[config.mk]
export PLATFORM = sky130hd
export DESIGN_NAME = instr_sequencer
export DESIGN_NICKNAME = d
export VERILOG_FILES = /design/src/rtl/instr_sequencer.sv
export SDC_FILE = /design/constraint.sdc
export NUM_CORES = 1
export LEC_CHECK = 0
export CAP_MARGIN = 15
export CORE_UTILIZATION = 30
export DETAILED_ROUTE_END_ITERATION = 6
export MAX_ROUTING_LAYER = met4
export PLACE_DENSITY = 0.56
export SLEW_MARGIN = 20
export SYNTH_ARGS = -nofsm -noshare
export SYNTH_HDL_FRONTEND = slang
export SYNTH_SLANG_ARGS = --single-unit
[constraint.sdc]
create_clock -name clk -period 3.8 [get_ports clk]
set_clock_uncertainty 0.05 [all_clocks]
set_input_delay 0.38 -clock clk [delete_from_list [all_inputs] [get_ports clk]]
set_output_delay 0.38 -clock clk [all_outputs]
set_load 0.05 [all_outputs]
[src/rtl/instr_sequencer.sv]
// instr_sequencer: multi-cycle fetch/decode/execute sequencer for the 9-bit SPORK core.
// Owns the PC and instruction register, handshakes with instruction and data memory,
// and turns decoder strobes into one-cycle-per-instruction register/memory strobes.
// Optional feature macro: SEQ_PERF_CNT_EN adds cycle_cnt/instr_cnt performance counters.
module instr_sequencer #(
    parameter int unsigned PC_W     = 8,
    parameter int unsigned RESET_PC = 0,
    parameter int unsigned OFF_W    = 8
) (
    input  logic              clk,
    input  logic              reset,
    input  logic              start,
    output logic [PC_W-1:0]   pc,
    output logic              imem_req,
    input  logic              imem_ack,
    input  logic [8:0]        instr_in,
    output logic [8:0]        instruction,
    input  logic              halt,
    input  logic              branch,
    input  logic              branch_taken,
    input  logic [OFF_W-1:0]  branch_offset,
    input  logic              mem_read,
    input  logic              mem_write,
    input  logic              reg_write,
    output logic              dmem_req,
    output logic              dmem_we,
    input  logic              dmem_ack,
    output logic              rf_we,
    output logic              done
`ifdef SEQ_PERF_CNT_EN
    ,
    output logic [15:0]       cycle_cnt,
    output logic [15:0]       instr_cnt
`endif
);

    localparam int unsigned INSTR_W = 9;
    localparam int unsigned EXT_W   = (PC_W > OFF_W) ? PC_W : OFF_W;

    typedef enum logic [2:0] {
        S_IDLE,
        S_FETCH,
        S_DECODE,
        S_EXEC,
        S_MEM,
        S_WB,
        S_HALTED
    } state_t;

    state_t               state;
    state_t               state_d;
    logic [PC_W-1:0]      pc_d;
    logic [INSTR_W-1:0]   instr_d;
    logic                 imem_req_d;
    logic                 dmem_req_d;
    logic                 dmem_we_d;
    logic                 rf_we_d;
    logic [EXT_W-1:0]     off_ext;
    logic [PC_W-1:0]      pc_branch;
    logic [PC_W-1:0]      pc_incr;

    // Sign-extend the branch offset; PC arithmetic wraps modulo 2**PC_W.
    assign off_ext   = EXT_W'($signed(branch_offset));
    assign pc_branch = pc + off_ext[PC_W-1:0];
    assign pc_incr   = pc + PC_W'(1);

    // DONE is decoded directly from the state.
    assign done = (state == S_HALTED);

    // State and output registers; reset aborts any state in one cycle.
    always_ff @(posedge clk) begin
        if (reset) begin
            state       <= S_IDLE;
            pc          <= PC_W'(RESET_PC);
            instruction <= '0;
            imem_req    <= 1'b0;
            dmem_req    <= 1'b0;
            dmem_we     <= 1'b0;
            rf_we       <= 1'b0;
        end else begin
            state       <= state_d;
            pc          <= pc_d;
            instruction <= instr_d;
            imem_req    <= imem_req_d;
            dmem_req    <= dmem_req_d;
            dmem_we     <= dmem_we_d;
            rf_we       <= rf_we_d;
        end
    end

    // Next-state, PC/IR update and next values of the registered strobes.
    always_comb begin
        state_d   = state;
        pc_d      = pc;
        instr_d   = instruction;
        dmem_we_d = 1'b0;

        case (state)
            S_IDLE: begin
                if (start) begin
                    state_d = S_FETCH;
                    pc_d    = PC_W'(RESET_PC);
                end
            end
            S_FETCH: begin
                if (imem_ack) begin
                    instr_d = instr_in;
                    state_d = S_DECODE;
                end
            end
            S_DECODE: begin
                state_d = halt ? S_HALTED : S_EXEC;
            end
            S_EXEC: begin
                dmem_we_d = mem_write;
                if (mem_read || mem_write) begin
                    state_d = S_MEM;
                end else if (reg_write) begin
                    state_d = S_WB;
                end else begin
                    state_d = S_FETCH;
                end
                pc_d = (branch && branch_taken) ? pc_branch : pc_incr;
            end
            S_MEM: begin
                // dmem_we holds the store qualifier latched at EXEC exit.
                if (dmem_ack) begin
                    state_d = dmem_we ? S_FETCH : S_WB;
                end else begin
                    dmem_we_d = dmem_we;
                end
            end
            S_WB: begin
                state_d = S_FETCH;
            end
            S_HALTED: begin
                if (start) begin
                    state_d = S_FETCH;
                    pc_d    = PC_W'(RESET_PC);
                end
            end
            default: begin
                state_d = S_IDLE;
            end
        endcase

        imem_req_d = (state_d == S_FETCH);
        dmem_req_d = (state_d == S_MEM);
        rf_we_d    = (state_d == S_WB);
    end

`ifdef SEQ_PERF_CNT_EN
    localparam logic [15:0] CNT_MAX = 16'hFFFF;

    logic start_acc;
    logic active;

    assign start_acc = start && ((state == S_IDLE) || (state == S_HALTED));
    assign active    = (state != S_IDLE) && (state != S_HALTED);

    // Saturating performance counters; frozen while idle or halted.
    always_ff @(posedge clk) begin
        if (reset || start_acc) begin
            cycle_cnt <= '0;
            instr_cnt <= '0;
        end else begin
            if (active && (cycle_cnt != CNT_MAX)) begin
                cycle_cnt <= cycle_cnt + 16'd1;
            end
            if ((state == S_DECODE) && (instr_cnt != CNT_MAX)) begin
                instr_cnt <= instr_cnt + 16'd1;
            end
        end
    end
`endif

endmodule
=== After elaboration in Yosys (flattened, before gate mapping) ===
Cells that the tools add are included.
W data, S select, Z words.

* Reduce and logical (&&, ||, !) cells: 7
* Add/subtract/negate cells: 2
* Muxes and demuxes: 13
* Equality and inequality tests: 11

{| class="wikitable"
|+ Operator list
! cell !! number
|-
| $mux W3 || 7
|-
| $pmux W3 S6 || 1
|-
| $mux W8 || 2
|-
| $pmux W8 S2 || 1
|-
| $eq A3 B3 Y1 const B || 5
|-
| $add A8 B1 Y8 const B || 1
|-
| $add A8 B8 Y8 || 1
|-
| $eq A3 B1 Y1 const B || 2
|-
| $eq A3 B2 Y1 const B || 2
|-
| $reduce_and A2 Y1 || 2
|-
| $logic_not A3 Y1 || 1
|-
| $ne A2 B1 Y1 const B || 1
|-
| $ne A2 B2 Y1 const B || 1
|-
| $pmux W1 S2 || 1
|-
| $reduce_bool A2 Y1 || 1
|-
| $reduce_or A2 Y1 || 1
|-
| $logic_and A1 B1 Y1 || 1
|-
| $logic_or A1 B1 Y1 || 1
|-
| $mux W1 || 1
|}

* Bits of input ports: 28
* Output and inout port bits: 22
* Logic and storage cells: 40
* Register bits: 24

=== Longest topological paths before layout ===
* Word-level depth: 4
* Depth in mapped cells: 8

=== Worst setup path after synthesis ===
No wires, ideal clock.

* Path type: register to register
* From: register pc[0]
* To: register pc[6]
* Arrival: 1.956 ns
* Stages on the path, launching flop included: 8
* Required time: 3.663 ns
* Slack: 1.707 ns
* Path buffers: 0
* Cells stage by stage: dfxtp_1 -> ha_1 -> fa_1 -> a21o_1 -> a21oi_1 -> o211ai_1 -> xnor2_1 -> o31ai_1

* Word-level cells in the longest chain between the ends: 3
* Elaborated cells between the ends (all ways): 4
* Classes of those cells: add/sub (2); mux (2)

{| class="wikitable"
|+ Ends and longest elaborated chain
! item !! line !! text
|-
| start: declaration || 13 || <nowiki>output logic [PC_W-1:0] pc,</nowiki>
|-
| start signal: assignment || 74 || <nowiki>pc <= PC_W'(RESET_PC);</nowiki>
|-
| start signal: assignment || 82 || <nowiki>pc <= pc_d;</nowiki>
|-
| $add A8 B1 Y8 / $add A8 B8 Y8 (equally long branches) || 65, 64 ||
|-
| $mux W8 (*) || 123 || <nowiki>pc_d = (branch && branch_taken) ? pc_branch : pc_incr;</nowiki>
|-
| $pmux W8 S2 (*) || 98 || <nowiki>case (state)</nowiki>
|}

Every way passes the cells marked *; elsewhere a longest branch is shown, timed or not.
A chain may end at the register's enable or synchronous reset.

=== Worst setup path in the final report ===
* From: input port branch_taken
* To: register pc[6]

* Word-level cells in the longest chain between the ends: 3

{| class="wikitable"
|+ Ends and longest elaborated chain
! item !! line !! text
|-
| start: declaration || 20 || <nowiki>input logic branch_taken,</nowiki>
|-
| $logic_and A1 B1 Y1 || 123 ||
|-
| $mux W8 || 123 ||
|-
| $pmux W8 S2 || 98 ||
|}

No other way between the ends.

==> out/metrics.csv <==
stage,metric,value,unit
outcome,outcome,"complete, no violations",
cts,path_clk_slew,80,ps
synth,synth_cell_types,38,
synth,avgSynthCellArea,8.422,sq um
finish,multi_input_area,785.8,sq um
cts,postCtsSetupBuffers,0,
critical_path,r2r-start,pc[0],
critical_path,crit_path_max_incr_delay,580,ps
grt,grt_max_degree,25,
synth,synth-edff-count,0,
power,ir_drop,0.1666,mV
critical_path,crit_type,in2reg,
sta,worst_pin_slew,902.6,ps
synth,seq_area_frac_synth,0.3657,
cts,cts_root_buffer,clkbuf_8,
flow_run,drv_cap,0,
synth,yosys.area.top_type_share,0.3657,
floorplanning,fp-row-count,23,
detailed_routing,drt-pass1-iter-count,2,
grt,gr-total-overflow,0,
sta,fmax,410.0,MHz
floorplanning,dieHeight,68.18,um
floorplanning,fp.dieW,68.18,um
cts,cts_hold_buf,0,
cts,clkSinkCount,24,
floorplanning,start_util,0.3192,
hold_path,hold_depth,2,
critical_path,reg2reg_to,pc[6],
sta,fin_tns_setup,0,ps
floorplanning,boundaryPins,50,
hold_path,hold_class,reg2reg,
finish,area_growth,43.24,%
grt,antenna_found_initial,0,
sta,period_share,0.6419,
cts,cts_buffers,3,
cts,cts_tree,done,
synth,synth_area,0.001314,sq mm
floorplanning,die-area,0.004648,sq mm
synth,synth_seq_cells,24,
sta,setup_viol,0,
sta,fin_crit,2439,ps
grt,grt_usage,0.1602,
critical_path,slowest_stage,clkdlybuf4s50_1,
synth,netlist_instances,156,
critical_path,critical-path-top-delay-family,compound AO/OA/AOI/OAI gates,
critical_path,worstPathArrival,2560,ps
detailed_routing,dr.first_iter.drc_count,48,
critical_path,worstRegToRegCells,7,
detailed_routing,dr_total_vias,1250,
detailed_routing,via_per_inst,4.960,
finish,regArea,480.5,sq um
synth,synth_area_leaders,"dfxtp_1, nand2_1, ha_1",
hold_path,min_to,instruction[7],
hold_path,min-delay-start,instruction[7],
detailed_routing,antenna_left,0,
detailed_routing,wl_per_cell,13.10,um
sta,hold_viol_final,0,
cts,clockBufferDepth,2,
synth,ys_warn_count,0,
critical_path,startpoint_type,primary input,
grt,first_global_vias,1280,
floorplanning,core-area,0.004115,sq mm
sta,maxSlewHeadroom,0.3964,
finish,fillers,401,
detailed_routing,routed_wl,3.302,mm
cts,post_cts_resized,0,
power,leakagePower,0.7352,nW
critical_path,crit_chain,clkdlybuf4s50_1 -> nand3b_1 -> ha_1 -> fa_1 -> a21o_1 -> a21oi_1 -> o211ai_1 -> xnor2_1 -> o31ai_1,
synth,ys.flop_type,dfxtp_1,
synth,synthTopCellsByCount,"nand2_1, dfxtp_1, a21oi_1",
placement,hpwl,2.496,mm
grt,grt_pass1_wl,5.430,mm
synth,yosys.area.top_type,dfxtp_1,
critical_path,cp-end-kind,flip-flop,
power,p_total,0.5863,mW
sta,drv_slew,0,
synth,synth_most_common_cell,nand2_1,
critical_path,r2r_slack,1830,ps
cts,clock_latency,260,ps
synth,synth_async_sr_flop_share,0,
placement,gp_congestion,0.8404,
placement,io_buffers,49,
sta,rsz0062_at_grt,false,
critical_path,crit_buf_inv,1,
critical_path,crit_fanout,8,
cts,cts_max_level,1,
finish,nets,239,
critical_path,crit_required,3920,ps
power,power_density,311.6,mW/mm^2
detailed_routing,drc,0,
synth,syn_nets,192,
finish,diodes,0,
finish,drive_above_1_share,0.04455,
==> per-layer routing <==
metal,vias to the layer above,part of all wire,global-route usage
met5,-,0,-
met4,0,0.012,0.05469
met3,5,0.069,0.02833
met2,41,0.46,0.2806
met1,561,0.46,0.1817
li1,643,-,-
==> flip-flops by register name, summed over array words and instances, names as in the netlist <==
name,flops
dmem_req,1
dmem_we,1
imem_req,1
instruction,9
pc,8
rf_we,1
state,3
==> through the flow <==
stage	cells	instance area (sq um)	hold WS, ps	setup slack (ps)	util
after floorplan	156	1314	401.6	1707	-
final	252	1882	409.2	1361	0.4573
after CTS	252	1882	412.9	1371	0.4573
after global placement	248	1827	392.2	1163	0.4439
after detailed placement	248	1827	400.1	1097	0.4439
after global routing	252	1882	436.4	1195	0.4573
==> logic make-up after synthesis <==
kind of cell | after synthesis | share of synthesized area
DFF | 24 | 0.3657
muxes | 1 | 0.007619
AOI/OAI and AO/OA | 40 | 0.2076
xor gates and xnor gates | 5 | 0.03334
buffers and inverters | 9 | 0.03619
adders and majority gates | 8 | 0.08190
and+or+nand+nor | 69 | 0.2676
==> final cells by class <==
type | instances | area share
multi-input cells | 123 | 0.4176
repair buffers | 49 | 0.2606
flip-flops and latches | 24 | 0.2553
well taps | 50 | 0.03324
clock buffers | 4 | 0.02926
inverters | 2 | 0.003989
==> worst max path at each step <==
stage                     cells after the start    startpoint    end
after floorplan                               7         pc[0]  pc[6]
after global placement                        9        branch  pc[6]
after detailed placement                      9  branch_taken  pc[6]
after CTS                                     9        branch  pc[6]
after global routing                          9  branch_taken  pc[6]
final                                         9  branch_taken  pc[6]
==> layout by cell type, fill, tap and decap left out, types with 2 or more instances in the layout <==
master / instances
clkdlybuf4s50_1: 49
o211ai_1: 5
a21o_1: 2
nor2b_1: 4
a22oi_1: 7
inv_1: 2
nand3_1: 2
nor2_1: 13
and3_1: 8
nand2b_1: 2
xnor2_1: 3
nor3_1: 2
dfxtp_1: 24
a21oi_1: 16
o21ai_0: 3
nand3b_1: 3
nand2_1: 28
clkbuf_8: 4
xor2_1: 2
ha_1: 7
==> power by group <==
| group | switching (mW) | internal (mW) |
|---|---|---|
| combinational | 0.0765 | 0.0635 |
| clock | 0.0801 | 0.0925 |
| sequential | 0.0113 | 0.262 |
==> worst register-to-register path, delay by kind of cell (launching register included) <==
kind / cells / cell delay, ps
adder cells (fa/ha/maj): 2 / 640
flip-flops: 1 / 340
XOR/XNOR: 1 / 140
AO/OA/AOI/OAI: 4 / 710
Power figures use the tool's default switching activity.
